<file path="src/rtl/scr1_tapc_pkg.sv">
// Shared TAPC data-register types: DR update FSM encoding and the shift-counter width rule.
package scr1_tapc_pkg;

   typedef enum logic [1:0] {
      SCR1_TAPC_DR_IDLE  = 2'd0,
      SCR1_TAPC_DR_CAPT  = 2'd1,
      SCR1_TAPC_DR_SHIFT = 2'd2
   } type_scr1_tapc_dr_fsm_e;

   // One extra bit beyond the width needed to hold SCR1_WIDTH, so overlong scans are visible.
   function automatic int scr1_tapc_cnt_w(input int width);
      return $clog2(width + 1) + 1;
   endfunction

   localparam int SCR1_TAPC_DR_WIDTH_DEF = 8;
   localparam int SCR1_TAPC_CNT_W_DEF    = $clog2(SCR1_TAPC_DR_WIDTH_DEF + 1) + 1;

endpackage

</file>
<file path="src/rtl/scr1_tapc_dr_shadow_reg_if.sv">
// TAP FSM strobes and DR data bundle; master is the TAP/FSM side, slave is the data register.
interface scr1_tapc_dr_shadow_reg_if #(
   parameter int SCR1_WIDTH = 8
);
   import scr1_tapc_pkg::*;
   localparam int SCR1_CNT_W = scr1_tapc_cnt_w(SCR1_WIDTH);

   logic                  fsm_dr_select;
   logic                  fsm_dr_capture;
   logic                  fsm_dr_shift;
   logic                  fsm_dr_update;
   logic                  din_serial;
   logic [SCR1_WIDTH-1:0] din_parallel;
   logic                  dout_serial;
   logic [SCR1_WIDTH-1:0] dout_parallel;
   logic                  update_vld;
   logic                  len_err;
   logic                  len_err_sticky;
   logic [SCR1_CNT_W-1:0] shift_cnt;

   modport master (
      output fsm_dr_select, fsm_dr_capture, fsm_dr_shift, fsm_dr_update,
      output din_serial, din_parallel,
      input  dout_serial, dout_parallel, update_vld, len_err, len_err_sticky, shift_cnt
   );

   modport slave (
      input  fsm_dr_select, fsm_dr_capture, fsm_dr_shift, fsm_dr_update,
      input  din_serial, din_parallel,
      output dout_serial, dout_parallel, update_vld, len_err, len_err_sticky, shift_cnt
   );

endinterface

</file>
<file path="src/rtl/scr1_tapc_dr_shadow_reg_chk.sv">
// Simulation checker: DR control and data inputs must never be X/Z outside reset.
module scr1_tapc_dr_shadow_reg_chk #(
   parameter int SCR1_WIDTH = 8
) (
   input logic                  clk,
   input logic                  rst_n,
   input logic                  rst_n_sync,
   input logic                  fsm_dr_select,
   input logic                  fsm_dr_capture,
   input logic                  fsm_dr_shift,
   input logic                  fsm_dr_update,
   input logic                  din_serial,
   input logic [SCR1_WIDTH-1:0] din_parallel
);

   a_inputs_known : assert property (@(negedge clk) disable iff (!rst_n)
      !$isunknown({rst_n_sync, fsm_dr_select, fsm_dr_capture, fsm_dr_shift,
                   fsm_dr_update, din_serial, din_parallel}));

endmodule

</file>
<file path="src/rtl/scr1_tapc_shift_core.sv">
// DR shift stage: parallel capture, serial shift in the configured direction, serial output tap.
module scr1_tapc_shift_core #(
   parameter int                    SCR1_WIDTH       = 8,
   parameter logic [SCR1_WIDTH-1:0] SCR1_RESET_VALUE = '0,
   parameter bit                    SCR1_MSB_FIRST   = 1'b0
) (
   input  logic                  clk,
   input  logic                  rst_n,
   input  logic                  rst_n_sync,
   input  logic                  i_capture,
   input  logic                  i_shift,
   input  logic                  i_din_serial,
   input  logic [SCR1_WIDTH-1:0] i_din_parallel,
   output logic [SCR1_WIDTH-1:0] o_stage,
   output logic                  o_dout_serial
);

   logic [SCR1_WIDTH-1:0] r_stage;
   logic [SCR1_WIDTH-1:0] w_shift_next;

   generate
      if (SCR1_WIDTH == 1) begin : g_w1
         assign w_shift_next  = i_din_serial;
         assign o_dout_serial = r_stage[0];
      end else if (SCR1_MSB_FIRST) begin : g_msb
         assign w_shift_next  = {r_stage[SCR1_WIDTH-2:0], i_din_serial};
         assign o_dout_serial = r_stage[SCR1_WIDTH-1];
      end else begin : g_lsb
         assign w_shift_next  = {i_din_serial, r_stage[SCR1_WIDTH-1:1]};
         assign o_dout_serial = r_stage[0];
      end
   endgenerate

   // Shift stage register; the caller has already resolved strobe priority.
   always_ff @(posedge clk or negedge rst_n) begin
      if (!rst_n) begin
         r_stage <= SCR1_RESET_VALUE;
      end else if (!rst_n_sync) begin
         r_stage <= SCR1_RESET_VALUE;
      end else if (i_capture) begin
         r_stage <= i_din_parallel;
      end else if (i_shift) begin
         r_stage <= w_shift_next;
      end else begin
         r_stage <= r_stage;
      end
   end

   assign o_stage = r_stage;

endmodule

</file>
<file path="src/rtl/scr1_tapc_dr_shadow_reg.sv">
// TAPC data register with optional shadow stage, update strobe and shift-length checking.
module scr1_tapc_dr_shadow_reg
   import scr1_tapc_pkg::*;
#(
   parameter int                    SCR1_WIDTH       = 8,
   parameter logic [SCR1_WIDTH-1:0] SCR1_RESET_VALUE = '0,
   parameter bit                    SCR1_UPDATE_EN   = 1'b1,
   parameter bit                    SCR1_MSB_FIRST   = 1'b0,
   parameter bit                    SCR1_LEN_CHECK   = 1'b1
) (
   input  logic                         clk,
   input  logic                         rst_n,
   input  logic                         rst_n_sync,
   scr1_tapc_dr_shadow_reg_if.slave     dr_if
);

   localparam int                    SCR1_CNT_W = scr1_tapc_cnt_w(SCR1_WIDTH);
   localparam logic [SCR1_CNT_W-1:0] LP_CNT_MAX  = '1;
   localparam logic [SCR1_CNT_W-1:0] LP_CNT_FULL = SCR1_CNT_W'(SCR1_WIDTH);

   type_scr1_tapc_dr_fsm_e r_fsm;
   logic [SCR1_CNT_W-1:0]  r_shift_cnt;
   logic                   r_update_vld;
   logic                   r_len_err;
   logic                   r_len_err_sticky;
   logic [SCR1_WIDTH-1:0]  w_stage;
   logic                   w_capture;
   logic                   w_shift;
   logic                   w_update;
   logic                   w_len_ok;
   logic                   w_upd_ok;

   // Capture beats shift beats update; nothing happens unless this DR is selected.
   assign w_capture = dr_if.fsm_dr_select & dr_if.fsm_dr_capture;
   assign w_shift   = dr_if.fsm_dr_select & dr_if.fsm_dr_shift & ~dr_if.fsm_dr_capture;
   assign w_update  = dr_if.fsm_dr_select & dr_if.fsm_dr_update
                    & ~dr_if.fsm_dr_capture & ~dr_if.fsm_dr_shift
                    & (r_fsm != SCR1_TAPC_DR_IDLE);
   assign w_len_ok  = !SCR1_LEN_CHECK || (r_shift_cnt == LP_CNT_FULL);
   assign w_upd_ok  = w_update & w_len_ok;

   scr1_tapc_shift_core #(
      .SCR1_WIDTH       (SCR1_WIDTH),
      .SCR1_RESET_VALUE (SCR1_RESET_VALUE),
      .SCR1_MSB_FIRST   (SCR1_MSB_FIRST)
   ) u_core (
      .clk            (clk),
      .rst_n          (rst_n),
      .rst_n_sync     (rst_n_sync),
      .i_capture      (w_capture),
      .i_shift        (w_shift),
      .i_din_serial   (dr_if.din_serial),
      .i_din_parallel (dr_if.din_parallel),
      .o_stage        (w_stage),
      .o_dout_serial  (dr_if.dout_serial)
   );

   // Scan FSM, saturating bit counter and the update / length-error pulses.
   always_ff @(posedge clk or negedge rst_n) begin
      if (!rst_n) begin
         r_fsm            <= SCR1_TAPC_DR_IDLE;
         r_shift_cnt      <= '0;
         r_update_vld     <= 1'b0;
         r_len_err        <= 1'b0;
         r_len_err_sticky <= 1'b0;
      end else if (!rst_n_sync) begin
         r_fsm            <= SCR1_TAPC_DR_IDLE;
         r_shift_cnt      <= '0;
         r_update_vld     <= 1'b0;
         r_len_err        <= 1'b0;
         r_len_err_sticky <= 1'b0;
      end else begin
         r_update_vld <= 1'b0;
         r_len_err    <= 1'b0;
         if (w_capture) begin
            r_fsm            <= SCR1_TAPC_DR_CAPT;
            r_shift_cnt      <= '0;
            r_len_err_sticky <= 1'b0;
         end else if (w_shift) begin
            if (r_shift_cnt != LP_CNT_MAX) begin
               r_shift_cnt <= r_shift_cnt + {{(SCR1_CNT_W-1){1'b0}}, 1'b1};
            end else begin
               r_shift_cnt <= r_shift_cnt;
            end
            case (r_fsm)
               SCR1_TAPC_DR_CAPT,
               SCR1_TAPC_DR_SHIFT: r_fsm <= SCR1_TAPC_DR_SHIFT;
               default:            r_fsm <= r_fsm;
            endcase
         end else if (w_update) begin
            r_fsm <= SCR1_TAPC_DR_IDLE;
            if (w_len_ok) begin
               r_update_vld <= 1'b1;
            end else begin
               r_len_err        <= 1'b1;
               r_len_err_sticky <= 1'b1;
            end
         end else begin
            r_fsm <= r_fsm;
         end
      end
   end

   generate
      if (SCR1_UPDATE_EN) begin : g_shadow
         logic [SCR1_WIDTH-1:0] r_shadow;

         // Shadow stage follows the shift stage only on an accepted update.
         always_ff @(posedge clk or negedge rst_n) begin
            if (!rst_n) begin
               r_shadow <= SCR1_RESET_VALUE;
            end else if (!rst_n_sync) begin
               r_shadow <= SCR1_RESET_VALUE;
            end else if (w_upd_ok) begin
               r_shadow <= w_stage;
            end else begin
               r_shadow <= r_shadow;
            end
         end

         assign dr_if.dout_parallel = r_shadow;
      end else begin : g_no_shadow
         assign dr_if.dout_parallel = w_stage;
      end
   endgenerate

   assign dr_if.shift_cnt      = r_shift_cnt;
   assign dr_if.update_vld     = r_update_vld;
   assign dr_if.len_err        = r_len_err;
   assign dr_if.len_err_sticky = r_len_err_sticky;

   scr1_tapc_dr_shadow_reg_chk #(
      .SCR1_WIDTH (SCR1_WIDTH)
   ) u_chk (
      .clk            (clk),
      .rst_n          (rst_n),
      .rst_n_sync     (rst_n_sync),
      .fsm_dr_select  (dr_if.fsm_dr_select),
      .fsm_dr_capture (dr_if.fsm_dr_capture),
      .fsm_dr_shift   (dr_if.fsm_dr_shift),
      .fsm_dr_update  (dr_if.fsm_dr_update),
      .din_serial     (dr_if.din_serial),
      .din_parallel   (dr_if.din_parallel)
   );

endmodule

</file>
<file path="src/flat_wrapper.sv">
// flat-port wrapper written by rule: the top's interface ports become plain ports
module scr1_tapc_dr_shadow_reg_flat import scr1_tapc_pkg::*;
#(
   parameter int                    SCR1_WIDTH       = 8,
   parameter logic [SCR1_WIDTH-1:0] SCR1_RESET_VALUE = '0,
   parameter bit                    SCR1_UPDATE_EN   = 1'b1,
   parameter bit                    SCR1_MSB_FIRST   = 1'b0,
   parameter bit                    SCR1_LEN_CHECK   = 1'b1
)
  (clk, rst_n, rst_n_sync, dr_if_fsm_dr_select, dr_if_fsm_dr_capture, dr_if_fsm_dr_shift, dr_if_fsm_dr_update, dr_if_din_serial, dr_if_din_parallel, dr_if_dout_serial, dr_if_dout_parallel, dr_if_update_vld, dr_if_len_err, dr_if_len_err_sticky, dr_if_shift_cnt);
  scr1_tapc_dr_shadow_reg_if #(.SCR1_WIDTH(SCR1_WIDTH)) dr_if_i ();
  input  logic clk;
  input  logic rst_n;
  input  logic rst_n_sync;
  input wire logic [$bits(dr_if_i.fsm_dr_select)-1:0] dr_if_fsm_dr_select;
  input wire logic [$bits(dr_if_i.fsm_dr_capture)-1:0] dr_if_fsm_dr_capture;
  input wire logic [$bits(dr_if_i.fsm_dr_shift)-1:0] dr_if_fsm_dr_shift;
  input wire logic [$bits(dr_if_i.fsm_dr_update)-1:0] dr_if_fsm_dr_update;
  input wire logic [$bits(dr_if_i.din_serial)-1:0] dr_if_din_serial;
  input wire logic [$bits(dr_if_i.din_parallel)-1:0] dr_if_din_parallel;
  output wire logic [$bits(dr_if_i.dout_serial)-1:0] dr_if_dout_serial;
  output wire logic [$bits(dr_if_i.dout_parallel)-1:0] dr_if_dout_parallel;
  output wire logic [$bits(dr_if_i.update_vld)-1:0] dr_if_update_vld;
  output wire logic [$bits(dr_if_i.len_err)-1:0] dr_if_len_err;
  output wire logic [$bits(dr_if_i.len_err_sticky)-1:0] dr_if_len_err_sticky;
  output wire logic [$bits(dr_if_i.shift_cnt)-1:0] dr_if_shift_cnt;
  assign dr_if_i.fsm_dr_select = dr_if_fsm_dr_select;
  assign dr_if_i.fsm_dr_capture = dr_if_fsm_dr_capture;
  assign dr_if_i.fsm_dr_shift = dr_if_fsm_dr_shift;
  assign dr_if_i.fsm_dr_update = dr_if_fsm_dr_update;
  assign dr_if_i.din_serial = dr_if_din_serial;
  assign dr_if_i.din_parallel = dr_if_din_parallel;
  assign dr_if_dout_serial = dr_if_i.dout_serial;
  assign dr_if_dout_parallel = dr_if_i.dout_parallel;
  assign dr_if_update_vld = dr_if_i.update_vld;
  assign dr_if_len_err = dr_if_i.len_err;
  assign dr_if_len_err_sticky = dr_if_i.len_err_sticky;
  assign dr_if_shift_cnt = dr_if_i.shift_cnt;
  scr1_tapc_dr_shadow_reg #(.SCR1_WIDTH(SCR1_WIDTH), .SCR1_RESET_VALUE(SCR1_RESET_VALUE), .SCR1_UPDATE_EN(SCR1_UPDATE_EN), .SCR1_MSB_FIRST(SCR1_MSB_FIRST), .SCR1_LEN_CHECK(SCR1_LEN_CHECK)) u_core (.clk(clk), .rst_n(rst_n), .rst_n_sync(rst_n_sync), .dr_if(dr_if_i));
endmodule
</file>
<file path="config.mk">
export PLATFORM = sky130hd
export DESIGN_NAME = scr1_tapc_dr_shadow_reg_flat
export DESIGN_NICKNAME = d
export VERILOG_FILES = /design/src/rtl/scr1_tapc_pkg.sv /design/src/rtl/scr1_tapc_dr_shadow_reg_if.sv /design/src/rtl/scr1_tapc_dr_shadow_reg_chk.sv /design/src/rtl/scr1_tapc_shift_core.sv /design/src/rtl/scr1_tapc_dr_shadow_reg.sv /design/src/flat_wrapper.sv
export SDC_FILE = /design/constraint.sdc
export NUM_CORES = 1
export LEC_CHECK = 0
export CORE_UTILIZATION = 52
export DETAILED_ROUTE_END_ITERATION = 7
export GPL_TIMING_DRIVEN = 1
export HOLD_SLACK_MARGIN = 0.03
export PLACE_DENSITY = 0.81
export SYNTH_ARGS = -nofsm -noshare
export SYNTH_HDL_FRONTEND = slang
export SYNTH_SLANG_ARGS = --single-unit
export TNS_END_PERCENT = 100
</file>
<file path="constraint.sdc">
create_clock -name clk -period 5.1 [get_ports clk]
set_input_delay 0.51 -clock clk [delete_from_list [all_inputs] [get_ports clk]]
set_output_delay 0.51 -clock clk [all_outputs]
set_load 0.005 [all_outputs]
</file>
=== After elaboration in Yosys (flattened, before gate mapping) ===
Cells that the tools add are included.

* Logic and storage cells: 64
* Latch bits: 0
* Bits in read-only memories: 0
* Memories kept: 0
* Flip-flop bits (word level): 26
* RAM bits: 0

* $add $sub $neg: 1
* Muxes and demuxes: 29
* Equal/unequal tests: 12
* Reductions and logical operators: 5
* Shift operators: 0
* Div/mod/pow operators: 0
* Bitwise operators: 10
* Magnitude comparators: 0
* Multipliers: 0

{| class="wikitable"
|+ Operators with widths
! operator !! number
|-
| 2-to-1 mux 8 bit || 5
|-
| 2-to-1 mux 5 bit || 4
|-
| 2-to-1 mux 1 bit || 15
|-
| 2-to-1 mux 2 bit || 5
|-
| != test 3 x 1 -> 1 bit, second input constant || 3
|-
| bitwise AND 1 bit || 8
|-
| != test 3 bit, second input constant || 2
|-
| adder 5 x 1 -> 5 bit, second input constant || 1
|-
| equality test 5 x 4 -> 1 bit, second input constant || 1
|-
| != test 5 bit, second input constant || 1
|-
| != test 4 x 1 -> 1 bit, second input constant || 1
|-
| != test 4 x 3 -> 1 bit, second input constant || 1
|-
| AND reduction 2 bit || 2
|-
| AND reduction 3 bit || 1
|-
| equality test 2 x 1 -> 1 bit, second input constant || 1
|-
| equality test 2 bit, second input constant || 1
|-
| != test 2 x 1 -> 1 bit, second input constant || 1
|-
| inverter 1 bit || 2
|-
| nonzero test 2 bit || 1
|-
| OR reduction 2 bit || 1
|}

=== Longest topological paths before layout ===
* Depth in word-level cells: 8
* Depth in mapped cells: 6

=== Cells and area by module ===
Synthesis repeated with hierarchy kept, for this count alone.

* Cell total of the unflattened synthesis: 129
* Area, all modules: 1,442.6 um^2

{| class="wikitable"
|+ Modules (own cells, without submodules)
! module !! cells each !! times used !! area an instance (um^2)
|-
| scr1_tapc_dr_shadow_reg || 93 || 1 || 954.7
|-
| scr1_tapc_shift_core || 36 || 1 || 488.0
|}

=== Worst setup path after synthesis ===
Ideal clock, no wire load.

* Kind: register to register
* Start point: reg u_core.r_shift_cnt[0] (netlist: u_core.dr_if.shift_cnt[0])
* End point: reg u_core.r_shift_cnt[3] (netlist: u_core.dr_if.shift_cnt[3])
* Path slack: 3.326 ns
* Period minus slack after synthesis: 1.774 ns
* Arrival: 1.697 ns
* Path buffers: 0
* Cell stages (with the launch flop): 7
* Cells stage by stage: dfrtp_1 > ha_1 > and3_1 > ha_1 > nand4bb_2 > or3_1 > a21oi_1

* Cells in the longest elaborated chain, start to end: 5
* Elaborated cells between the ends (all ways): 8

{| class="wikitable"
|+ RTL lines
! what !! RTL line !! RTL
|-
| from (decl) || scr1_tapc_dr_shadow_reg.sv:22 || <nowiki>logic [SCR1_CNT_W-1:0] r_shift_cnt;</nowiki>
|-
| from (signal assigned) || scr1_tapc_dr_shadow_reg.sv:81 || <nowiki>r_shift_cnt <= r_shift_cnt + {{(SCR1_CNT_W-1){1'b0}}, 1'b1};</nowiki>
|-
| from (signal assigned) || scr1_tapc_dr_shadow_reg.sv:83 || <nowiki>r_shift_cnt <= r_shift_cnt;</nowiki>
|-
| adder 5 x 1 -> 5 bit || scr1_tapc_dr_shadow_reg.sv:81 ||
|-
| 2-to-1 mux 5 bit || scr1_tapc_dr_shadow_reg.sv:80 || <nowiki>if (r_shift_cnt != LP_CNT_MAX) begin</nowiki>
|-
| 2-to-1 mux 5 bit || scr1_tapc_dr_shadow_reg.sv:79 || <nowiki>end else if (w_shift) begin</nowiki>
|-
| 2-to-1 mux 5 bit || scr1_tapc_dr_shadow_reg.sv:75 || <nowiki>if (w_capture) begin</nowiki>
|-
| 2-to-1 mux 5 bit || scr1_tapc_dr_shadow_reg.sv:66 || <nowiki>end else if (!rst_n_sync) begin</nowiki>
|}

Parallel ways exist; a longest one is shown, timed or not. The select of a mux whose other input is x is not followed.
A chain may end at the register's enable or synchronous reset.

=== Worst setup path in the final report ===
* Start point: in rst_n_sync
* End point: reg u_core.u_core.r_stage[4] (netlist: u_core.u_core.o_stage[4])

* Cells in the longest elaborated chain, start to end: 1
* Elaborated cells between the ends (all ways): 2

{| class="wikitable"
|+ RTL lines
! what !! RTL line !! RTL
|-
| from (decl) || flat_wrapper.sv:14 || <nowiki>input logic rst_n_sync;</nowiki>
|-
| != test 3 x 1 -> 1 bit (no line) / 2-to-1 mux 8 bit (equally long branches) || - ||
|-
| to (signal assigned) || scr1_tapc_shift_core.sv:41 || <nowiki>r_stage <= i_din_parallel;</nowiki>
|-
| to (signal assigned) || scr1_tapc_shift_core.sv:43 || <nowiki>r_stage <= w_shift_next;</nowiki>
|-
| to (signal assigned) || scr1_tapc_shift_core.sv:45 || <nowiki>r_stage <= r_stage;</nowiki>
|-
| to (decl) || scr1_tapc_shift_core.sv:18 || <nowiki>logic [SCR1_WIDTH-1:0] r_stage;</nowiki>
|}

Parallel ways exist; a longest one is shown, timed or not.

==> out/qor.csv <==
metric;value;unit
outcome;finished, final reports clean;
die_w;52.36;µm
period_share;45.80;%
power.density;220.4;nW/µm²
clockRootBuffer;clkbuf_4;
synth-seq-cells;26;
worstSetupPathType;input pin to flip-flop;
total_power;0.3728;mW
arrival;2.61;ns
firstDrtPassIters;4;
clockBufferDepth;2;
yosys-top-cells-area;dfrtp_1, nand2_1, mux2i_1;
finalSetupViolations;0;
fin_setup_tns;0;ns
ir_drop;169.9;µV
core;2297;µm²
crit_path_end_kind;flip-flop;
synthCells;119;
drt_iter0_drc;30;
crit_path_start_kind;input pin;
slew_headroom;41.13;%
grt_pass1_vias;949;
final_nets;172;
worst_path_largest_cell_delay;0.91;ns
max_freq;0.4282;GHz
synth_nets;139;
vias;1003;
synth.avg_cell_area;11.08;µm²
fin_skew;0.003949;ns
hold_viol;0;
r2r_start;u_core.dr_if.shift_cnt[1];
slew_violations;0;
synth_flop_cell;dfrtp_1;
drive_above_1_share;11.26;%
remaining_drc_errors;0;
synth_cell_types;28;
cp.required;5.38;ns
hold_class;input pin to async pin;
rows;17;
cp_max_fo;21;
start_util;57.41;%
cp_cell_sequence;clkdlybuf4s50_1 -> a21boi_1 -> a22o_1 -> mux2_2;
cts_buffers;3;
worstSetupStartpoint;rst_n_sync;
cts.clk_slew.worst_paths;0.14;ns
cp_slowest_cell;clkdlybuf4s50_1;
clock_insertion_delay_worst_skew;0.32;ns
rrSetupSlack;3.19;ns
ios;33;
grtUsageTotal;22.32;%
cts-resized-gates;0;
r2r_end;u_core.dr_if.shift_cnt[3];
synthDominantCellAreaShare;49.34;%
grt_pass1_wl;4395;µm
cts.htree.levels;1;
yosysWarnings;0;
endpoint;u_core.u_core.o_stage[4];
async_flop_share;100.0;%
place.gp.congestion;0.7134;
antenna_found_initial;0;
syn_area;1319;µm²
drtAntennaViolNets;0;
wl_per_cell;14.98;µm
worst_pin_slew;0.8812;ns
synth-edff-count;0;
grt_overflow;0;
port_buffers;32;
grt_start_max_net_pins;27;
min_period;2.336;ns
hold_buffers;0;
p_leak;0.7205;nW
area_delta_synth_final;28.27;%
routed_wl;2681;µm
via_per_inst;5.603;
rr_worst_depth;6;
diodes;0;
die_h;52.36;µm
rsz0062_at_grt;false;
place_area;1655;µm²
post_cts_buffers;0;
synth_area_leader_cell;dfrtp_1;
cts_sinks;26;
dieArea;2742;µm²
cap_viol_max_count;0;
final_util;73.64;%
final_cell_area;1692;µm²
cts_tree;yes;
yosysSeqAreaShare;49.34;%
place_hpwl;1965;µm
registers in the layout, summed over array words and instances, names as in the netlist:
| signal | cells |
|---|---|
| u_core.dr_if.shift_cnt | 5 |
| u_core.u_core.o_stage | 8 |
| u_core.dr_if.dout_parallel | 8 |
| u_core.dr_if.len_err | 1 |
| u_core.r_fsm | 2 |
| u_core.dr_if.len_err_sticky | 1 |
| u_core.dr_if.update_vld | 1 |
logic make-up after synthesis:
logic type	synth area share, %
simple gates	18.41
mux	13.66
flops	49.34
buf+inv	3.415
compound gates	11.39
fa+ha+maj	3.795
power breakdown:
group / internal (mW) / switching, mW
Combinational: 0.0265 / 0.0237
Clock: 0.0437 / 0.0610
Sequential: 0.213 / 0.00504
how the worst min path moves through the flow:
stage / start / cells past startpoint / end / slack, ns
detailed placement: u_core.dr_if.len_err_sticky / 2 / u_core.dr_if.len_err_sticky / 0.52
global route: u_core.dr_if.len_err_sticky / 2 / u_core.dr_if.len_err_sticky / 0.55
CTS: rst_n / 2 / u_core.dr_if.dout_parallel[0] / 0.53
floorplan: rst_n / 0 / u_core.dr_if.dout_parallel[0] / 0.21
finish: rst_n / 2 / u_core.dr_if.dout_parallel[0] / 0.53
global placement: u_core.r_fsm[1] / 1 / u_core.r_fsm[1] / 0.52
synth_stat cells (2+ instances only):
| cell | n |
|---|---|
| o21ai_0 | 3 |
| buf_2 | 3 |
| a22o_1 | 8 |
| nor3_1 | 3 |
| inv_1 | 5 |
| dfrtp_1 | 26 |
| nand2_1 | 26 |
| or3_1 | 2 |
| and3_1 | 2 |
| a21oi_1 | 5 |
| ha_1 | 4 |
| mux2i_1 | 9 |
| mux2_2 | 8 |
through the flow:
stage	cells	setup WS, ns	hold WS [ns]
after floorplan	119	3.326	0.2144
after global placement	175	2.554	0.5179
after detailed placement	175	2.439	0.5219
after CTS	179	2.786	0.5342
after global routing	179	2.616	0.5547
final	179	2.764	0.5304
placed cells by master, fill, tap and decap left out, types with 2 or more instances in the layout:
cell,count
dfrtp_1,26
a21oi_1,5
clkbuf_4,3
o21ai_0,3
or3_1,2
nand2_1,26
mux2_2,8
and3_1,2
a22o_1,8
ha_1,4
clkdlybuf4s50_1,32
inv_1,5
mux2i_1,9
nor3_1,3
final cells by class:
type | count | area, µm²
Tap cell | 28 | 35.03
Sequential cell | 26 | 650.6
Inverter | 5 | 18.77
Timing Repair Buffer | 33 | 327.8
Clock buffer | 4 | 36.28
Multi-Input combinational cell | 83 | 623.1
Fill cell | 177 | 605.6
per-layer routing:
layer  track usage (%)  part of all wire [%]  vias up
met1             29.83                    45      483
met2             36.92                    48       29
met5                 0                     0        -
met4             7.895                   1.4        0
met3             2.899                   4.7        5
li1                  -                     -      486
critical path, delay by kind of cell:
family	cells	cell delay [ns]
AO/OA/AOI/OAI	2	1.04
buffers and inverters	1	0.91
multiplexers	1	0.14
(Power assumes the default switching activity.)
